<file path="src/rtl/fft_pkg.sv">
// Shared types for the FFT datapath: complex sample format, default length,
// and the input loader's state encoding.
package fft_pkg;

    localparam int FFT_N = 8;

    // Q1.15 complex sample: a = real, b = imaginary
    typedef struct packed {
        logic signed [15:0] a;
        logic signed [15:0] b;
    } complex_16;

    typedef enum logic [1:0] {
        LOAD = 2'd0,
        KICK = 2'd1,
        BUSY = 2'd2
    } loader_state_e;

endpackage

</file>
<file path="src/rtl/bit_reverse.sv">
// Combinational address bit reversal over AW bits (DIT input ordering).
module bit_reverse #(
    parameter int AW = 3
) (
    input  logic [AW-1:0] addr,
    output logic [AW-1:0] rev
);

    for (genvar i = 0; i < AW; i++) begin : g_rev
        assign rev[i] = addr[AW-1-i];
    end

endmodule

</file>
<file path="src/rtl/fft_input_loader.sv">
// FFT input loader: accepts a frame of N streamed samples, writes them into
// the FFT data memory one cycle after acceptance, then kicks the address
// generator and waits for it to finish before taking the next frame.
// Build option: define FFT_LOADER_BITREV_EN to write in bit-reversed address
// order; otherwise samples are written in natural order.
module fft_input_loader
    import fft_pkg::*;
#(
    parameter int N  = FFT_N,
    parameter int AW = $clog2(N)
) (
    input  logic          clk,
    input  logic          rst_n,
    input  logic          in_valid,
    output logic          in_ready,
    input  complex_16     in_data,
    input  logic          in_last,
    output logic          mem_we,
    output logic [AW-1:0] mem_addr,
    output complex_16     mem_wdata,
    output logic          fft_start,
    input  logic          fft_finish,
    output logic          frame_err,
    output logic          busy
);

    loader_state_e state, state_nxt;
    logic [AW-1:0] cnt;
    logic [AW-1:0] wr_addr;
    logic          wr_pending_last;
    logic          accept;
    logic          cnt_at_end;

    assign cnt_at_end = (cnt == AW'(N - 1));
    assign accept     = in_valid && in_ready;

`ifdef FFT_LOADER_BITREV_EN
    bit_reverse #(.AW(AW)) u_bit_reverse (
        .addr (cnt),
        .rev  (wr_addr)
    );
`else
    assign wr_addr = cnt;
`endif

    // Next-state and state-decoded outputs; outputs are forced low in reset.
    always_comb begin
        state_nxt = state;
        in_ready  = 1'b0;
        fft_start = 1'b0;
        busy      = 1'b0;
        case (state)
            LOAD: begin
                in_ready = rst_n && !wr_pending_last;
                if (wr_pending_last) state_nxt = KICK;
            end
            KICK: begin
                fft_start = rst_n;
                busy      = rst_n;
                state_nxt = BUSY;
            end
            BUSY: begin
                busy = rst_n;
                if (fft_finish) state_nxt = LOAD;
            end
            default: state_nxt = LOAD;
        endcase
    end

    // State register.
    always_ff @(posedge clk) begin
        if (!rst_n) state <= LOAD;
        else        state <= state_nxt;
    end

    // Sample counter and final-write marker (holds off in_ready for the last write).
    always_ff @(posedge clk) begin
        if (!rst_n) begin
            cnt             <= '0;
            wr_pending_last <= 1'b0;
        end else begin
            wr_pending_last <= accept && cnt_at_end;
            if (accept)
                cnt <= cnt + AW'(1);
            else if (state == BUSY && fft_finish)
                cnt <= '0;
        end
    end

    // Memory write port and framing check, one cycle behind acceptance.
    always_ff @(posedge clk) begin
        if (!rst_n) begin
            mem_we    <= 1'b0;
            mem_addr  <= '0;
            mem_wdata <= '0;
            frame_err <= 1'b0;
        end else begin
            mem_we    <= accept;
            frame_err <= accept && (in_last != cnt_at_end);
            if (accept) begin
                mem_addr  <= wr_addr;
                mem_wdata <= in_data;
            end
        end
    end

endmodule
</file>
<file path="config.mk">
export PLATFORM = sky130hd
export DESIGN_NAME = fft_input_loader
export DESIGN_NICKNAME = d
export VERILOG_FILES = /design/src/rtl/fft_pkg.sv /design/src/rtl/bit_reverse.sv /design/src/rtl/fft_input_loader.sv
export SDC_FILE = /design/constraint.sdc
export NUM_CORES = 1
export LEC_CHECK = 0
export ABC_AREA = 1
export CAP_MARGIN = 10
export CORE_MARGIN = 2
export CORE_UTILIZATION = 40
export DETAILED_ROUTE_END_ITERATION = 12
export PLACE_DENSITY = 0.87
export SLEW_MARGIN = 25
export SYNTH_ARGS = -nofsm -noshare
export SYNTH_HDL_FRONTEND = slang
export SYNTH_SLANG_ARGS = --single-unit
</file>
<file path="constraint.sdc">
create_clock -name clk -period 1.31 [get_ports clk]
set_input_delay 0.131 -clock clk [delete_from_list [all_inputs] [get_ports clk]]
set_output_delay 0.131 -clock clk [all_outputs]
set_load 0.005 [all_outputs]
</file>
# After elaboration in Yosys (flattened, before gate mapping)
# Cells that the tools add are included.
# totals
ff_bits,43
output_inout_bits,40
wordCells,33
# op_classes
n_addsub,1
eq_ne,6
muxes,8
n_reduce_logical,10
# op_table
cell,count
$mux W3,2
$pmux W2 S3,1
$logic_and A1 B1 Y1,5
$mux W2,2
$ne A2 B2 Y1 const B,2
$add A3 B1 Y3 const B,1
$eq A3 B3 Y1 const B,1
$mux W1,3
$eq A2 B1 Y1 const B,1
$eq A2 B2 Y1 const B,1
$logic_not A2 Y1,1
$reduce_and A2 Y1,1
$reduce_bool A2 Y1,1
$reduce_or A2 Y1,1
$logic_not A1 Y1,1
$ne A1 B1 Y1,1

# Longest topological paths before layout
# Gate-level depths: netlist (run 1).
# depth
depth_word,5
depth_mapped,7

# Worst setup path before layout (run 1)
# Ideal clock, no wire load.
# synth_timing
path_type,reg2reg
start,register state[0]
end,register mem_addr[2]
t_arrival_ps,1088
slack_ps,108
stages_incl_launch_ff,8
period_less_slack_ps,1202
cell_sequence,dfxtp_1 inv_1 ha_1 nand4_4 inv_4 buf_4 nand2_1 nand2_1
# synth_between
elab_chain_cells,3
# synth_lines
element,line,text
"start, declared",fft_input_loader.sv:27,"loader_state_e state, state_nxt;"
"start signal, assigned",fft_input_loader.sv:73,else state <= state_nxt;
$logic_not A2 Y1,fft_input_loader.sv:52,case (state)
$mux W1,fft_input_loader.sv:52,
$logic_and A1 B1 Y1,fft_input_loader.sv:35,assign accept = in_valid && in_ready;
"end signal, assigned",fft_input_loader.sv:101,mem_addr <= wr_addr;
"end, declared",fft_input_loader.sv:19,"output logic [AW-1:0] mem_addr,"
# No other way between the ends.
# A chain may end at the register's enable or synchronous reset.

# Worst setup path after layout (run 1)
# layout_timing
start,register state[0]
end,register mem_wdata[28] (netlist bit)
# layout_between
elab_chain_cells,3
# layout_lines
element,line,text
$logic_not A2 Y1,fft_input_loader.sv:52,
$mux W1,fft_input_loader.sv:52,
$logic_and A1 B1 Y1,fft_input_loader.sv:35,
"end signal, assigned",fft_input_loader.sv:102,mem_wdata <= in_data;
"end, declared",fft_input_loader.sv:20,"output complex_16 mem_wdata,"
# No other way between the ends.

==> results.txt, run 1 <==
CP Class - register to register
Period utilization - 98.55%
Post-synth top area share - 52.64%
CTS H-Tree Depth - 2
Arrival @ worst endpoint - 1.48 ns
Total global-route track usage - 18.66%
WL met3 - 326 µm
Antenna cells - 0
Reg2Reg Launch Point - state[0]
Fillers - 328
Setup crit start kind - register
Met2 wire length - 2220 µm
CP Data Required Time - 1.50 ns
DRC - 0
Detailed Place HPWL - 2863 µm
First-pass GRT wire length - 6451 µm
Routed WL - 4309 µm
Syn avg cell area - 8.056 µm²
GR Overflow Total - 0
Die area - 4616 µm²
Std-Cell Core Area - 3971 µm²
Layout cells sized above 1 - 18.77%
Commonest non-fill, non-tap cell in the layout - nand2_1
Seq/Total Area, Yosys - 52.64%
Sink Count - 43
DR pass1 iterations - 4
Fin. Hold Viols - 0
Clk_lat worst skew - 0.29 ns
Num ports - 77
Longest Clk Path Bufs - 2
CTS Buf Count - 5
Slowest cell on the critical path - dfxtp_2
DR WL/cell - 12.56 µm
End-of-flow core utilization - 70.83%
Placed cell area - 2560 µm²
Largest cells by area after synthesis - dfxtp_1, nand2_1, nand3_1, ha_1, buf_4
Leak pwr - 1.432 nW
RSZ-0062 raised after global routing - yes
Most frequent cells in the layout - nand2_1, clkdlybuf4s50_1, nand3_1, dfxtp_1, dlymetal6s2s_1
Initial DRC count - 94
Design Area, Final - 2813 µm²
Syn-to-layout area delta - 72.00%
Status - finished, final reports clean
Setup violations, final - 0
Cell Area, Synth - 1635 µm²
Slew margin rel. - 83.42%
Post-Syn Instances - 203
Vias/cell - 4.743
Clock Skew - 0.004614 ns
Yosys top cell by area - dfxtp_1
DRT antenna net count - 0
Worst vdd ir - 0.8675 mV
Routed via count - 1,627
Metal-1 WL - 1716 µm
Syn_nets - 247
F_max - 774.6 MHz
RePlAce Congestion - 0.7451
Worst Max-Slew Pin Slew - 0.2482 ns
CP cell instances - inv_2 -> ha_4 -> buf_6 -> nand4_4 -> clkinv_4 -> buf_12 -> nand2_1 -> nand2_1
Vias in the first global route - 1,505
Slew Viols, Final - 0
Fin Hold WS - 0.2179 ns
Max stage delay on crit path - 0.34 ns
Power Density - 1471 nW/µm²
Antenna violations before repair - 0
Initial Util - 41.18%
Nets - 336
# port buffers - 76
Max-cap violations - 0
Die width - 67.94 µm
Most used cell, CP - nand2_1
Clk pin slew, worst setup/hold paths - 0.08 ns
CTS tree - built
Synth Register Bits - 43
DR top layer - met4
CP endpoint kind - register
Die Y - 67.94 µm
Tmin final - 1.291 ns
Clock root buffer - clkbuf_8
Synth Warn # - 0
Largest net degree at the start of global routing - 38
Distinct cells, synth - 16
CP startpoint - state[0]
Maximum fanout along the worst path - 18
Hold/Removal Path Class - primary input to register
Pwr Total - 4.137 mW
Hold_sp - rst_n
Cell row count - 23
[cell type report]
class	count	area [µm²]	share of cell area, %
multi-input combinational	137	726.9	25.85
clock buffer	6	82.58	2.936
sequential	43	869.6	30.92
tap	50	62.56	2.224
timing repair buffer	94	989.7	35.19
clock inverter	2	35.03	1.246
inverter	11	46.29	1.646
[routing by layer]
metal  track usage, %  vias up
li1                 -      823
met1            20.39      753
met2            33.86       46
met3            6.579        5
met4            5.250        0
met5                0        -
[path summary, 6_finish.rpt]
path	end	slack [ns]	cells after the start
setup / recovery	mem_wdata[28]	0.02	8
hold / removal	state[0]	0.22	3
setup reg to reg	mem_wdata[28]	0.02	8
hold reg to reg	mem_wdata[4]	0.46	2
[kinds of logic after synthesis]
logic type	Yosys count	synth area share [%]
and+or+nand+nor	121	32.13
DFF	43	52.64
buffers and inverters	23	6.887
AOI/OAI and AO/OA	8	2.448
adders and majority gates	7	5.356
xor gates and xnor gates	1	0.5357
[cells in the mapped netlist, drive strengths merged]
| cell type | number |
|---|---|
| o21ai | 2 |
| nand3 | 37 |
| xnor2 | 1 |
| dfxtp | 43 |
| nand4 | 4 |
| nand2 | 76 |
| buf | 11 |
| clkbuf | 1 |
| a21oi | 6 |
| ha | 7 |
| inv | 11 |
| nor2 | 4 |
[repair_timing]
item | CTS | global route
resized for setup | 22 | 35
buffers inserted | 0 | 1
hold buffers | 0 | 0
gates cloned | 0 | 1
endpoints found under the setup margin | 19 | 40
pin swaps | 2 | 2
[state kept, by name, summed over array words and instances, names as in the netlist]
| register | count |
|---|---|
| mem_addr | 3 |
| cnt | 3 |
| frame_err | 1 |
| mem_wdata | 32 |
| mem_we | 1 |
| state | 2 |
| wr_pending_last | 1 |
[power by group]
group | leakage (nW) | switching, mW | internal (mW) | total [mW]
combinational | 1.02 | 0.574 | 0.816 | 1.39
clock | 0.0612 | 0.448 | 0.617 | 1.06
sequential | 0.355 | 0.124 | 1.56 | 1.68
total | 1.43 | 1.15 | 2.99 | 4.14
[critical path, delay by kind of cell (launching register included)]
family / cells / cell delay, ns
flip-flops: 1 / 0.34
buffers and inverters: 4 / 0.43
AND/OR/NAND/NOR: 3 / 0.24
adder cells (fa/ha/maj): 1 / 0.15
[per-stage QoR]
step	setup WS (ns)	TNS [ns]	cells
after floorplan	0.1080	0	203
after global placement	-0.2271	-6.459	333
after detailed placement	-0.2192	-8.105	333
after CTS	0.006209	0	341
after global routing	-0.06005	-0.6429	343
final	0.01905	0	343
(Power assumes the default switching activity.)
==> inputs of run 2 (changes only) <==
--- a/config.mk
+++ b/config.mk
@@ -15,3 +15,4 @@
 export SYNTH_ARGS = -nofsm -noshare
 export SYNTH_HDL_FRONTEND = slang
 export SYNTH_SLANG_ARGS = --single-unit
+export TNS_END_PERCENT = 1
==> results.txt, run 2 (same netlist as run 1, synthesis figures left out) <==
Initial DRC count - 75 (was 94)
Power Density - 1482 nW/µm² (was 1471 nW/µm²)
Vias in the first global route - 1,505 (unchanged)
CP bufs+invs - 4 (unchanged)
RePlAce Congestion - 0.7451 (unchanged)
Worst slack, placed - -0.2192 ns (unchanged)
Final WS setup - 0.02435 ns (was 0.01905 ns)
F_max - 777.8 MHz (was 774.6 MHz)
Fin Hold WS - 0.3729 ns (was 0.2179 ns)
Number of cells on the critical path - 7 (was 8)
Most frequent cells in the layout - nand2_1, clkdlybuf4s50_1, dfxtp_1, nand3_1 (was nand2_1, clkdlybuf4s50_1, nand3_1, dfxtp_1, dlymetal6s2s_1)
Max stage delay on crit path - 0.59 ns (was 0.34 ns)
DR pass1 iterations - 4 (unchanged)
GR Overflow Total - 0 (unchanged)
DR WL/cell - 12.29 µm (was 12.56 µm)
FF-to-FF path depth - 8 (unchanged)
Slew Viols, Final - 0 (unchanged)
Routed via count - 1,622 (was 1,627)
Die area - 4616 µm² (unchanged)
DR top layer - met4 (unchanged)
Largest net degree at the start of global routing - 38 (unchanged)
Fin. Hold Viols - 0 (unchanged)
Net switching power - 1.125 mW (was 1.146 mW)
Worst Max-Slew Pin Slew - 0.2300 ns (was 0.2482 ns)
Die width - 67.94 µm (unchanged)
Hold_sp - in_data[9] (was rst_n)
Biggest regs - mem_wdata x32, cnt x3, mem_addr x3 (unchanged)
Top delay family on crit path - buffers and inverters (unchanged)
DRC - 0 (unchanged)
Setup Fix Bufs, Post-CTS - 0 (unchanged)
Hold-critical path endpoint - mem_wdata[9] (was state[0])
CP cell instances - clkdlybuf4s50_1 -> buf_4 -> nand4_4 -> inv_4 -> buf_12 -> nand2_1 -> nand2_1 (was inv_2 -> ha_4 -> buf_6 -> nand4_4 -> clkinv_4 -> buf_12 -> nand2_1 -> nand2_1)
Clock power frac - 26.0% (was 25.7%)
Syn-to-layout area delta - 69.01% (was 72.00%)
Die Y - 67.94 µm (unchanged)
Reg2Reg Launch Point - state[1] (was state[0])
Setup violations, final - 0 (unchanged)
Layout cells sized above 1 - 14.73% (was 18.77%)
DRT antenna net count - 0 (unchanged)
Period utilization - 98.14% (was 98.55%)
Slowest cell on the critical path - clkdlybuf4s50_1 (was dfxtp_2)
Met2 wire length - 2130 µm (was 2220 µm)
Status - finished, final reports clean (unchanged)
Longest Clk Path Bufs - 2 (unchanged)
RSZ-0062 raised after global routing - yes (unchanged)
Cell row count - 23 (unchanged)
CTS Buf Count - 5 (unchanged)
Number of flip-flops in the largest register - 32 (unchanged)
Clk_lat worst skew - 0.29 ns (about the same)
Cell Int Power - 2.972 mW (was 2.992 mW)
Metal-1 WL - 1707 µm (was 1716 µm)
Tmin final - 1.286 ns (was 1.291 ns)
# port buffers - 76 (unchanged)
Nets - 335 (was 336)
Slew margin rel. - 84.62% (was 83.42%)
Clk pin slew, worst setup/hold paths - 0.08 ns (about the same)
Max-cap violations - 0 (unchanged)
CTS H-Tree Depth - 2 (unchanged)
Fillers - 339 (was 328)
Clock Skew - 0.005017 ns (was 0.004614 ns)
Hold/Removal Path Class - primary input to register (unchanged)
Leak pwr - 1.405 nW (was 1.432 nW)
Sw Ratio - 27.46% (was 27.69%)
Vias/cell - 4.743 (about the same)
CP endpoint kind - register (unchanged)
Std-Cell Core Area - 3971 µm² (unchanged)
Setup crit start kind - primary input (was register)
Commonest non-fill, non-tap cell in the layout - nand2_1 (unchanged)
Antenna violations before repair - 0 (unchanged)
CP Class - primary input to register (was register to register)
Area of the multi-input gates - 701.9 µm² (was 726.9 µm²)
WL met3 - 319 µm (was 326 µm)
Antenna cells - 0 (unchanged)
Detailed Place HPWL - 2863 µm (unchanged)
Initial Util - 41.18% (unchanged)
Maximum fanout along the worst path - 18 (unchanged)
Worst R2R Setup Slack - 0.04 ns (was 0.02 ns)
Clock root buffer - clkbuf_8 (unchanged)
Storage element area - 865.8 µm² (was 869.6 µm²)
Most used cell, CP - nand2_1 (unchanged)
Worst vdd ir - 0.8828 mV (was 0.8675 mV)
CTS tree - built (unchanged)
Hold path depth - 3 (unchanged)
Num ports - 77 (unchanged)
Worst reg2reg path endpoint - mem_wdata[28] (unchanged)
Routed WL - 4202 µm (was 4309 µm)
First-pass GRT wire length - 6451 µm (unchanged)
Top reg by flops - mem_wdata (unchanged)
Arrival @ worst endpoint - 1.52 ns (was 1.48 ns)
Post-CTS Hold Buffers - 0 (unchanged)
Reg power frac - 41.0% (was 40.7%)
Total global-route track usage - 18.66% (unchanged)
Combinational Power Share - 33.1% (was 33.6%)
Sink Count - 43 (unchanged)
CP Data Required Time - 1.55 ns (was 1.50 ns)
==> run 2: stage by stage <==
stage                     power [mW]  instance area [µm²]  util (%)  instances  setup TNS, ns
after global routing           4.351                 2764     69.60        342        -0.6005
after global placement         2.944                 2560     64.46        333         -6.459
final                          4.097                 2764     69.60        342              0
after floorplan                2.163                 1635         -        203              0
after detailed placement       2.987                 2560     64.46        333         -8.105
after CTS                      4.086                 2691     67.77        341       -0.02142
==> run 2: how the worst max path moves through the flow <==
stage,end,startpoint
floorplan,mem_addr[2],state[0]
global placement,in_ready,rst_n
detailed placement,mem_wdata[28],rst_n
CTS,in_ready,state[1]
global route,mem_addr[1],state[1]
finish,mem_wdata[28],rst_n
==> run 2: routing by layer <==
layer	GRT usage [%]	up-vias
met3	6.579	5
met5	0	-
met4	5.250	0
met2	33.86	48
li1	-	822
met1	20.39	747
==> run 2: power groups by stage <==
stage                     Clock, mW  Sequential, mW  Combinational [mW]
after global routing           1.15            1.70                1.50
after global placement            0            1.69                1.26
after detailed placement          0            1.70                1.29
final                          1.06            1.68                1.36
after CTS                      1.09            1.68                1.32
after floorplan                   0            1.72               0.447
==> run 2: worst reg2reg max path: cells and delay by family (launching register included) <==
| kind | cells | cell delay [ns] |
|---|---|---|
| adders and majority gates | 1 | 0.14 |
| buffers and inverters | 4 | 0.47 |
| DFF | 1 | 0.33 |
| and+or+nand+nor | 3 | 0.28 |
==> run 2: repair_timing <==
action                                 CTS  global route
gates resized for setup                 21            20
setup endpoints to repair               19            40
endpoints found under the hold margin    0             0
pin swaps                                1             4
gates cloned                             0             1
==> run 2: cell type report <==
type	count	share of cell area [%]
sequential	43	31.33
clock buffer	6	2.988
multi-input combinational	137	25.40
inverter	11	1.584
clock inverter	2	1.268
tap	50	2.263
timing repair buffer	93	35.17
